**src/rtl/updown_counter_ctrl_if.sv**
```systemverilog
// updown_counter_ctrl_if: command, count-tick and JK-bank signals of the up/down counter controller.
interface updown_counter_ctrl_if #(parameter int WIDTH = 8);
    logic             cmd_valid;
    logic             cmd_ready;
    logic [2:0]       cmd_op;
    logic [WIDTH-1:0] cmd_data;
    logic             en;
    logic [WIDTH-1:0] q_fb;
    logic [WIDTH-1:0] j;
    logic [WIDTH-1:0] k;
    logic             dir;
    logic             tc;
    modport master(output cmd_valid, cmd_op, cmd_data, en, q_fb, input cmd_ready, j, k, dir, tc);
    modport slave(input cmd_valid, cmd_op, cmd_data, en, q_fb, output cmd_ready, j, k, dir, tc);
endinterface

```
**src/rtl/updown_counter_ctrl.sv**
```systemverilog
// updown_counter_ctrl: computes per-bit J/K drives for a JK flip-flop bank acting as an up/down counter
// with hold, up, down, bounce, load and clear, plus limit/wrap/saturate handling.
module updown_counter_ctrl #(
    parameter int WIDTH = 8,
    parameter bit WRAP  = 1'b1
) (
    input logic              clk,
    input logic              reset,
    updown_counter_ctrl_if.slave bus
);
    localparam logic [2:0] OP_UP = 3'd1, OP_DOWN = 3'd2, OP_BOUNCE = 3'd3,
                           OP_LOAD = 3'd4, OP_CLEAR = 3'd5, OP_SETLIM = 3'd6;
    localparam logic [1:0] M_HOLD = 2'd0, M_UP = 2'd1, M_DOWN = 2'd2, M_BOUNCE = 2'd3;
    localparam logic [1:0] S_RUN = 2'd0, S_LOAD = 2'd1, S_CLR = 2'd2;

    logic [1:0]       mode, ret_mode, state;
    logic             dir_r, flip, accept;
    logic [WIDTH-1:0] limit, ld_val, q, up_t, dn_t;

    // Bit i toggles when every lower bit of v is zero; feed ~q for up, q for down.
    function automatic logic [WIDTH-1:0] toggles(input logic [WIDTH-1:0] v);
        toggles = '0;
        for (int i = 0; i < WIDTH; i++)
            toggles[i] = (v & ((WIDTH'(1) << i) - WIDTH'(1))) == '0;
    endfunction

    assign q             = bus.q_fb;
    assign up_t          = toggles(~q);
    assign dn_t          = toggles(q);
    assign bus.cmd_ready = state == S_RUN;
    assign bus.dir       = dir_r;
    assign accept        = bus.cmd_valid && bus.cmd_ready;

    always_comb begin
        bus.j  = '0;
        bus.k  = '0;
        bus.tc = 1'b0;
        flip   = 1'b0;
        if (state == S_LOAD) begin
            bus.j = ld_val;
            bus.k = ~ld_val;
        end else if (state == S_CLR) begin
            bus.k = '1;
        end else if (bus.en) begin
            case (mode)
                M_UP: begin
                    bus.tc = q >= limit;
                    bus.j  = bus.tc ? '0 : up_t;
                    bus.k  = bus.tc ? {WIDTH{WRAP}} : up_t;
                end
                M_DOWN: begin
                    bus.tc = q == '0;
                    bus.j  = bus.tc ? limit & {WIDTH{WRAP}} : dn_t;
                    bus.k  = bus.tc ? ~limit & {WIDTH{WRAP}} : dn_t;
                end
                M_BOUNCE: begin
                    // Overshoot above the limit, or a zero limit, is pinned by loading the limit.
                    if ((dir_r && q > limit) || (limit == '0 && q == '0)) begin
                        bus.j = limit;
                        bus.k = ~limit;
                    end else begin
                        bus.j = (dir_r ? q < limit : q == '0) ? up_t : dn_t;
                        bus.k = bus.j;
                    end
                    bus.tc = dir_r ? q >= limit : q == '0;
                    flip   = bus.tc;
                end
                default: ;
            endcase
        end
    end

    always_ff @(posedge clk or posedge reset) begin
        if (reset) begin
            mode     <= M_HOLD;
            ret_mode <= M_HOLD;
            state    <= S_RUN;
            dir_r    <= 1'b1;
            limit    <= '1;
            ld_val   <= '0;
        end else if (state != S_RUN) begin
            state <= S_RUN;
            mode  <= ret_mode;
        end else begin
            if (flip)
                dir_r <= ~dir_r;
            if (accept) begin
                case (bus.cmd_op)
                    OP_UP: begin
                        mode  <= M_UP;
                        dir_r <= 1'b1;
                    end
                    OP_DOWN: begin
                        mode  <= M_DOWN;
                        dir_r <= 1'b0;
                    end
                    OP_BOUNCE: mode <= M_BOUNCE;
                    OP_LOAD: begin
                        ld_val   <= bus.cmd_data;
                        ret_mode <= mode;
                        state    <= S_LOAD;
                    end
                    OP_CLEAR: begin
                        ret_mode <= mode;
                        state    <= S_CLR;
                    end
                    OP_SETLIM: limit <= bus.cmd_data;
                    default: mode <= M_HOLD;
                endcase
            end
        end
    end
endmodule
```
**src/flat_wrapper.sv**
```systemverilog
// flat-port wrapper written by rule: the top's interface ports become plain ports
module updown_counter_ctrl_flat 
#(
    parameter int WIDTH = 8,
    parameter bit WRAP  = 1'b1
)
  (clk, reset, bus_cmd_valid, bus_cmd_op, bus_cmd_data, bus_en, bus_q_fb, bus_cmd_ready, bus_j, bus_k, bus_dir, bus_tc);
  updown_counter_ctrl_if #(.WIDTH(WIDTH)) bus_i ();
  input logic clk;
  input logic reset;
  input wire logic [$bits(bus_i.cmd_valid)-1:0] bus_cmd_valid;
  input wire logic [$bits(bus_i.cmd_op)-1:0] bus_cmd_op;
  input wire logic [$bits(bus_i.cmd_data)-1:0] bus_cmd_data;
  input wire logic [$bits(bus_i.en)-1:0] bus_en;
  input wire logic [$bits(bus_i.q_fb)-1:0] bus_q_fb;
  output wire logic [$bits(bus_i.cmd_ready)-1:0] bus_cmd_ready;
  output wire logic [$bits(bus_i.j)-1:0] bus_j;
  output wire logic [$bits(bus_i.k)-1:0] bus_k;
  output wire logic [$bits(bus_i.dir)-1:0] bus_dir;
  output wire logic [$bits(bus_i.tc)-1:0] bus_tc;
  assign bus_i.cmd_valid = bus_cmd_valid;
  assign bus_i.cmd_op = bus_cmd_op;
  assign bus_i.cmd_data = bus_cmd_data;
  assign bus_i.en = bus_en;
  assign bus_i.q_fb = bus_q_fb;
  assign bus_cmd_ready = bus_i.cmd_ready;
  assign bus_j = bus_i.j;
  assign bus_k = bus_i.k;
  assign bus_dir = bus_i.dir;
  assign bus_tc = bus_i.tc;
  updown_counter_ctrl #(.WIDTH(WIDTH), .WRAP(WRAP)) u_core (.clk(clk), .reset(reset), .bus(bus_i));
endmodule
```
**config.mk**
```make
export PLATFORM = sky130hd
export DESIGN_NAME = updown_counter_ctrl_flat
export DESIGN_NICKNAME = d
export VERILOG_FILES = /design/src/rtl/updown_counter_ctrl_if.sv /design/src/rtl/updown_counter_ctrl.sv /design/src/flat_wrapper.sv
export SDC_FILE = /design/constraint.sdc
export NUM_CORES = 1
export LEC_CHECK = 0
export ABC_AREA = 1
export ABC_CLOCK_PERIOD_IN_PS = 5300
export CAP_MARGIN = 20
export CORE_ASPECT_RATIO = 0.5
export CORE_MARGIN = 4
export CORE_UTILIZATION = 40
export DETAILED_ROUTE_END_ITERATION = 8
export SLEW_MARGIN = 20
export SYNTH_ARGS = -nofsm -noshare
export SYNTH_HDL_FRONTEND = slang
export SYNTH_SLANG_ARGS = --single-unit
export TNS_END_PERCENT = 30
```
**constraint.sdc**
```tcl
create_clock -name clk -period 5.3 [get_ports clk]
set_input_delay 0.795 -clock clk [delete_from_list [all_inputs] [get_ports clk]]
set_output_delay 0.795 -clock clk [all_outputs]
set_load 0.01 [all_outputs]
```
After elaboration in Yosys (flattened, before gate mapping)
Cells that the tools add are included.

Magnitude comparators: 3. Equality and inequality tests: 12. Mux-type cells: 34. Bitwise logic cells: 5. Reductions and logical operators: 31.

Operator list (count): zero test 8 bit (16); two-way mux 8 bit (13); case mux 8 bit (3 select lines) (2); NOT 8 bit (2); two-way mux 1 bit (11); equality test 3 bit, second input constant (3); AND reduction 3 bit (3); greater-or-equal comparator 8 bit (1); > comparator 8 bit (1); < comparator 8 bit (1); two-way mux 2 bit (4); case mux 2 bit (4 select lines) (1); NOT 7 bit (1); equality test 2 bit, second input constant (3); equality test 3 x 2 -> 1 bit, second input constant (2); equality test 2 x 1 -> 1 bit, second input constant (2); case mux 2 bit (2 select lines) (1); AND reduction 2 bit (2); nonzero test 2 bit (2); equality test 3 x 1 -> 1 bit, second input constant (1); logical AND 1 bit (3); case mux 1 bit (3 select lines) (1); nonzero test 3 bit (1); OR reduction 3 bit (1); other kinds (6) (7).

Register bits after elaboration: 23. Bits of input ports: 23. Output and inout bits: 19.

Logic depth before layout (Yosys ltp)
Depth in word-level cells: 9. Gate-level depth with buffers: 18. Mapped depth without buffers: 18.

Least setup slack after synthesis
OpenSTA, ideal clock, no wires.

Path kind: input-to-output. Start: input port bus_q_fb[7]. End: output port bus_j[7]. Arrival: 2172 ps. Data required time: 4505 ps. Slack: 2333 ps. Stages on the path: 12. Path buffers: 1. Cell sequence: ha_1 a21o_1 nor2_1 nand2_1 nand3_1 nand2_1 buf_4 a21oi_1 nand2_1 nand3_1 nand2_1 o21ai_0.

Longest elaborated chain between the ends: 8. Elaborated cells on any way between the ends: 16. Classes of those cells: order compare: 3; mux: 9; reduce/logical: 4.

RTL lines: start: declaration (line flat_wrapper.sv:15) `input wire logic [$bits(bus_i.q_fb)-1:0] bus_q_fb;`; < comparator 8 bit, or another cell as far along (line updown_counter_ctrl.sv:62) `bus.j = (dir_r ? q < limit : q == '0) ? up_t : dn_t;`; two-way mux 1 bit or logical AND 1 bit (tied branches) (line updown_counter_ctrl.sv:62, updown_counter_ctrl.sv:58); two-way mux 8 bit or logical OR 1 bit (tied branches) (line updown_counter_ctrl.sv:62, updown_counter_ctrl.sv:58); two-way mux 8 bit (line updown_counter_ctrl.sv:58) `if ((dir_r && q > limit) || (limit == '0 && q == '0)) begin`; case mux 8 bit (3 select lines) * (line updown_counter_ctrl.sv:45) `case (mode)`; two-way mux 8 bit * (line updown_counter_ctrl.sv:44) `end else if (bus.en) begin`; two-way mux 8 bit * (line updown_counter_ctrl.sv:42) `end else if (state == S_CLR) begin`; two-way mux 8 bit * (line updown_counter_ctrl.sv:39) `if (state == S_LOAD) begin`; end: declaration (line flat_wrapper.sv:17) `output wire logic [$bits(bus_i.j)-1:0] bus_j;`.

Every way passes the cells marked *; elsewhere a longest branch is shown, timed or not.

Worst setup path in the final report
Start: input port bus_q_fb[0]. End: output port bus_j[7].

Longest elaborated chain between the ends: 8. Elaborated cells on any way between the ends: 19. Classes of those cells: order compare: 3; mux: 9; bitwise: 1; reduce/logical: 6.

RTL lines (line): < comparator 8 bit, or another cell as far along (updown_counter_ctrl.sv:62); two-way mux 1 bit, or another cell as far along (updown_counter_ctrl.sv:62); two-way mux 8 bit or logical OR 1 bit (tied branches) (updown_counter_ctrl.sv:62, updown_counter_ctrl.sv:58); two-way mux 8 bit (updown_counter_ctrl.sv:58); case mux 8 bit (3 select lines) * (updown_counter_ctrl.sv:45); two-way mux 8 bit * (updown_counter_ctrl.sv:44); two-way mux 8 bit * (updown_counter_ctrl.sv:42); two-way mux 8 bit * (updown_counter_ctrl.sv:39).

Marks and branches as above.

==> flow_summary.yaml <==
outcome:
  status: "finished, final reports clean"
grt:
  grt_pass1_wl_um: 11400
  antenna_found_initial: 0
  grt_overflow: 0
  grt_max_degree: 24
  grt_pass1_vias: 2236
  grt_use_total_pct: 21.0
clock_tree:
  cts.path.max_buffers: 2
  cts_hold_buf: 0
  clock_latency_ns: 0.27
  cts_made_buffers: 3
  cts.htree.levels: 1
  cts_num_sinks: 23
  cts_tree: "yes"
  cts_root_buffer: "clkbuf_8"
  path_clk_slew_ns: 0.09
  postCtsSetupBuffers: 0
  cts.repair.resized: 0
yosys:
  syn-num-nets: 395
  synth.yosys.seq_area_share_pct: 26.4
  avgSynthCellArea_um2: 6.10
  ys_ff_latch: 23
  syn_area_mm2: 0.00222
  synthCells: 364
  synthDominantCellAreaShare_pct: 21.8
  ys_types: 35
  synth_largest_area_cell: "nand2_1"
  synthTopCellsByArea: "nand2_1, dfrtp_1, dfstp_2, a21oi_1, inv_1"
  synth.yosys.warnings: 0
setup_path:
  timing.critical_path.required_ns: 4.51
  cp-start-kind: "input pin"
  cp_max_fo: 21
  crit_type: "input pin to output pin"
  end_kind: "output pin"
  arrival_ns: 3.89
place:
  hpwl_um: 5660
  gp_congestion: 0.946
  numPortBuffers: 41
sta:
  setup_tns_ns: 0
  finalHoldWorstSlack_ns: 0.499
  hold_violations: 0
  finalCriticalPeriod_ns: 4.69
  grt_setup_unrepaired: "false"
  skew_ns: 0.00117
  fmax_mhz: 213
  setup_viol: 0
  relSlewSlack_pct: 41.0
  slew_viol_final: 0
  worstMarginPinSlew_ns: 0.884
  fin_crit_sh_pct: 88.5
final_layout:
  utilization_pct: 53.1
  nets: 434
  fillers: 558
  area_growth_pct: 22.9
  drive_above_1_share_pct: 8.71
  diodes: 0
floorplanning:
  fp-row-count: 18
  initial_core_util_pct: 43.2
  core_mm2: 0.00513
  io-pin-count: 42
  dieArea_mm2: 0.00688
  die_y_um: 60.7
  die_w_um: 113
drt:
  vias: 2485
  firstDrtPassIters: 5
  routed_wl_um: 7100
  avgViaCountPerCell: 5.26
  drc: 0
  detail_route.wl_per_cell_um: 15.1
  final_antenna_net_count: 0
  drt-initial-drc-count: 220
power:
  power_density_mw_per_mm2: 263
  ir_drop_v: 0.000151
  leakagePower_nw: 1.33
hold_path:
  hold_path_class: "flop to flop"
flow_run:
  cap_violations: 0
[flip-flops by register name, summed over array words and instances (netlist names)]
signal,flops
u_core.ld_val,8
u_core.limit,8
u_core.bus.dir,1
u_core.ret_mode,2
u_core.state,2
u_core.mode,2
[cell usage in the layout, fill, tap and decap left out, types with 2 or more instances in the layout]
master           netlist  routed
nand4_1                3       3
nor3_1                 6       6
clkdlybuf4s50_1        0      41
nor2_1                18      18
a21oi_2                3       3
nand2_2                4       4
dfrtp_1               14      14
clkbuf_8               0       3
nor2_2                 5       5
inv_2                  3       3
nand2_1              129     129
o21ai_0               29      29
nor4_1                 2       2
nand3_1               12      12
ha_1                   8       8
nor2_4                 2       2
a21oi_1               41      41
o21ai_1                6       6
inv_1                 44      44
dfstp_2                9       9
a211oi_1               4       4
o21bai_1               2       2
a22oi_1                2       2
[worst paths after layout]
check	slack, ns	start	depth (start not counted)	endpoint
setup reg to reg	3.00	u_core.limit[7]	13	u_core.bus.dir
hold / removal	0.50	u_core.ret_mode[1]	2	u_core.ret_mode[1]
max in group asynchronous	3.76	reset	2	u_core.ld_val[0]
min in group asynchronous	1.00	reset	2	u_core.ld_val[5]
setup / recovery	0.61	bus_q_fb[0]	19	bus_j[7]
hold reg to reg	0.50	u_core.ret_mode[1]	2	u_core.ret_mode[1]
[where the power goes]
group | leakage (nW) | switching, W | internal (W)
clock | 0.0217 | 0.0000632 | 0.0000533
sequential | 0.272 | 0.0000392 | 0.000223
combinational | 1.03 | 0.000216 | 0.000122
total | 1.33 | 0.000319 | 0.000398
[per-stage QoR]
step / setup WS (ns) / instance area (µm²) / total power [W] / std cells
2_1_floorplan: 2.33 / 2220 / 0.000470 / 364
3_3_place_gp: 0.731 / 2680 / 0.000593 / 468
3_5_place_dp: 0.681 / 2680 / 0.000594 / 468
4_1_cts: 0.679 / 2730 / 0.000710 / 472
5_1_grt: 0.423 / 2730 / 0.000768 / 472
6_report: 0.612 / 2730 / 0.000717 / 472
[worst max-delay path, cell delays in order]
cell and delay (ns):
clkdlybuf4s50_1 0.58, inv_1 0.13, ha_1 0.21, inv_1 0.05, nand2_1 0.04, nand2_1 0.05, nand2_1 0.04, nand2_1 0.05
nand2_1 0.06, nand2_1 0.08, nand3_1 0.11, nand2_1 0.58, inv_1 0.13, nand3_1 0.13, nand2_1 0.06, nand3_1 0.08
nand2_1 0.06, o21ai_0 0.09, clkdlybuf4s50_1 0.56
[kinds of logic (layout without fill, tap and decap cells)]
| kind of cell | after synthesis | in the layout | share of synthesized area (%) |
|---|---|---|---|
| flip-flops | 23 | 23 | 26.4 |
| buffers and inverters | 56 | 94 | 10.2 |
| adder cells (fa/ha/maj) | 8 | 8 | 4.51 |
| AND/OR/NAND/NOR | 185 | 185 | 36.1 |
| AO/OA/AOI/OAI | 92 | 92 | 22.7 |
[cells in the mapped netlist (all sizes together)]
| cell type | n |
|---|---|
| a211oi | 4 |
| nor3 | 7 |
| nor4 | 4 |
| dfrtp | 14 |
| buf | 6 |
| a21o | 1 |
| a21oi | 44 |
| o211ai | 1 |
| a31oi | 1 |
| or2 | 1 |
| clkbuf | 2 |
| a311oi | 1 |
| nand3 | 12 |
| nor2 | 25 |
| ha | 8 |
| a21boi | 1 |
| dfstp | 9 |
| nand4 | 3 |
| nand2 | 133 |
| o21bai | 2 |
| clkinv | 1 |
| o21ai | 35 |
| a22oi | 2 |
| inv | 47 |
[cell type report]
cell class / instances / area [µm²] / area share [%]
inverter: 48 / 180 / 6.61
tap: 70 / 87.6 / 3.21
sequential: 23 / 587 / 21.5
clock inverter: 1 / 7.51 / 0.275
timing repair buffer: 42 / 418 / 15.3
multi-input combinational: 285 / 1410 / 51.6
clock buffer: 3 / 41.3 / 1.51
[routing by layer]
| metal | track usage, % | up-vias | part of all wire (%) |
|---|---|---|---|
| li1 | - | 1264 | - |
| met3 | 4.58 | 4 | 7.9 |
| met1 | 33.0 | 1107 | 54 |
| met4 | 1.54 | 0 | 0.38 |
| met5 | 0 | - | 0 |
| met2 | 30.4 | 110 | 38 |
Note: power is estimated with default switching activity, not from simulation.
==> patch, RTL diff (same settings) <==
`WIDTH` is set to 8 in 3 places; all go to 12.
--- a/src/rtl/updown_counter_ctrl_if.sv
+++ b/src/rtl/updown_counter_ctrl_if.sv
@@ -1,4 +1,4 @@
 // updown_counter_ctrl_if: command, count-tick and JK-bank signals of the up/down counter controller.
-interface updown_counter_ctrl_if #(parameter int WIDTH = 8);
+interface updown_counter_ctrl_if #(parameter int WIDTH = 12);
     logic             cmd_valid;
     logic             cmd_ready;
--- a/src/rtl/updown_counter_ctrl.sv
+++ b/src/rtl/updown_counter_ctrl.sv
@@ -2,5 +2,5 @@
 // with hold, up, down, bounce, load and clear, plus limit/wrap/saturate handling.
 module updown_counter_ctrl #(
-    parameter int WIDTH = 8,
+    parameter int WIDTH = 12,
     parameter bit WRAP  = 1'b1
 ) (
--- a/src/flat_wrapper.sv
+++ b/src/flat_wrapper.sv
@@ -2,5 +2,5 @@
 module updown_counter_ctrl_flat 
 #(
-    parameter int WIDTH = 8,
+    parameter int WIDTH = 12,
     parameter bit WRAP  = 1'b1
 )
Ports: changed (resized bus_cmd_data, bus_j, bus_k and bus_q_fb); port bits go from 42 to 58. No check against the original RTL was run, so the function may have changed too.
==> patch against the original RTL <==
Critical path depth unchanged. Maximum frequency is 4.0% higher. Synthesized area rose by 43%. Die area increased by 38%. Wire length increased by 44%. Largest power group unchanged. Sequential cell count increased by 8. Design area is 45% higher. Largest cell class unchanged. Synthesized cell count grew 49%. Via count grew 44%. Cell count up 48%. Total power is 48% higher. Worst setup slack gained 0.18 ns. Combinational power grew 22%. First-iteration DRC count grew 110%.
==> patch: results (changes against the original RTL) <==
* Initial antenna violation count at 0 (unchanged)
* Switching share of power at 0.3890 (-0.05552)
* Worst Path Max Fanout at 11 (-48%)
* Routability Congestion at 0.9010 (-4.8%)
* Net count reported at finish at 632 (+46%)
* Share of cells above drive strength 1 at 0.06949 (-0.01757)
* Arrival time at the worst endpoint at 3.71 ns (-0.18 ns)
* Resize count post-CTS at 0 (unchanged)
* Worst skew pair latency at 0.27 ns (about the same)
* Count of inserted antenna diode cells at 0 (unchanged)
* Classification of the worst-slack hold path: register to register
* Worst Skew at 0.004104 ns (+0.002931 ns)
* Via count of the first global-routing pass at 3145 (+41%)
* Slowest-stage cell, CP: clkdlybuf4s50_1
* Run status: complete, no violations
* Yosys Warn Count at 0 (unchanged)
* Number of vias per cell at 5.125 (-2.7%)
* Net count after synthesis at 584 (+48%)
* Internal reg-to-reg setup slack at 2.85 ns (-0.15 ns)
* Non-filler cells, final at 698 (+48%)
* Register clock-pin slew on the reported worst setup and hold paths at 0.05 ns (-0.04 ns)
* Pleak at 1.981 nW (+49%)
* Max Buffers Root-to-Sink at 2 (unchanged)
* Crit path from: bus_q_fb[0]
* Placed insts at 690 (+47%)
* Fill cell instance count of the final layout at 820 (+47%)
* Number of setup buffers added after CTS at 0 (unchanged)
* Estimated wirelength of the detail-placed design at 8.090 mm (+43%)
* Async set-reset flop share out of synthesis at 1.000 (unchanged)
* Root buffer cell: clkbuf_16
* Global router's overall resource usage at 0.2138 (+0.003790)
* Largest regs: u_core.ld_val (12), u_core.limit (12)
* Reg-to-reg endpoint: u_core.bus.dir
* Number of cells produced by synthesis at 541 (+49%)
* Most common library cells after synthesis: nand2_1 (180), inv_1 (80), o21ai_0 (69), nand3_1 (37), a21oi_1 (36)
* Drt initial violations at 454 (+110%)
* CTS H-tree lvls at 2 (+1)
* Largest voltage drop on the vdd net at 0.2813 mV (+87%)
* Worst Max-Slew Pin Slew at 0.8880 ns (+0.003759 ns)
* FF-to-FF Start: u_core.limit[11]
* Drt pass-1 iters at 5 (unchanged)
* Most used flip-flop cell after synthesis: dfrtp_1
* Global-route wire length before repair at 16.31 mm (+43%)
* Distinct cell type count after synthesis at 29 (-17%)
* CTS buffer count at 5 (+2)
* Stage delay of the slowest cell on the critical path at 0.64 ns (+0.06 ns)
* Capture point of the worst path: bus_j[4]
* Drt wl/cell at 14.65 um (-2.7%)
* Number of cells traversed by the worst register-to-register path at 16 (+3)
* Biggest area contributors in the synthesized netlist: nand2_1 (21%), dfrtp_1 (14%), o21ai_0 (11%)
* Port Buf Inserts at 57 (+39%)
* Maximum number of pins on one net before global-route repair at 32 (+33%)
* Post-synthesis sequential area ratio at 0.2495 (-0.01487)
==> patch: routing by layer <==
layer | GRT usage | part of all wire
met2 | 0.2828 | 0.36
met1 | 0.3616 | 0.55
met3 | 0.02628 | 0.087
met5 | 0 | 0
met4 | 0.03079 | 0.0036
==> patch: how the worst min path moves through the flow <==
stage | start | to | slack, ns | depth (start not counted)
2_1_floorplan | u_core.ld_val[11] | u_core.ld_val[11] | 0.45 | 2
3_3_place_gp | u_core.ret_mode[0] | u_core.ret_mode[0] | 0.48 | 2
3_5_place_dp | u_core.ret_mode[1] | u_core.ret_mode[1] | 0.50 | 2
4_1_cts | u_core.ret_mode[0] | u_core.ret_mode[0] | 0.51 | 2
5_1_grt | u_core.ret_mode[0] | u_core.ret_mode[0] | 0.54 | 2
6_report | u_core.ret_mode[0] | u_core.ret_mode[0] | 0.51 | 2
==> patch: kinds of logic after synthesis <==
kind of cell               Yosys count  synth area share
DFF                                 31            0.2495
AOI/OAI and AO/OA                  118            0.1951
buffers and inverters              103            0.1340
adders and majority gates           12           0.04730
and+or+nand+nor                    277            0.3741
==> patch: worst max-delay path, delay by kind of cell <==
family	cells	cell delay, ns
AND/OR/NAND/NOR	13	1.17
buffers and inverters	5	1.54
adder cells (fa/ha/maj)	1	0.20
==> patch: power by group through the flow <==
stage | registers, mW | clock network [mW] | logic (mW)
after floorplan | 0.331 | 0 | 0.275
after global placement | 0.359 | 0 | 0.404
after detailed placement | 0.358 | 0 | 0.406
after CTS | 0.356 | 0.294 | 0.409
after global routing | 0.363 | 0.305 | 0.465
final | 0.358 | 0.288 | 0.413
==> patch: metrics by stage <==
stage / setup WS [ns] / hold WS (ns) / total power, mW / area, um2
finish: 0.7929 / 0.5069 / 1.060 / 3954
global route: 0.4394 / 0.5432 / 1.134 / 3954
CTS: 0.8089 / 0.5132 / 1.058 / 3954
detailed placement: 0.8198 / 0.5002 / 0.7649 / 3797
global placement: 0.8454 / 0.4835 / 0.7625 / 3797
floorplan: 2.209 / 0.4534 / 0.6059 / 3174
==> patch: area by class of cell <==
class,instances,area (um2),share of cell area
Multi-Input combinational cell,407,1957,0.4949
Sequential cell,31,792.0,0.2003
Timing Repair Buffer,60,593.1,0.1500
Clock buffer,8,156.4,0.03956
Inverter,84,320.3,0.08101
Tap cell,108,135.1,0.03418
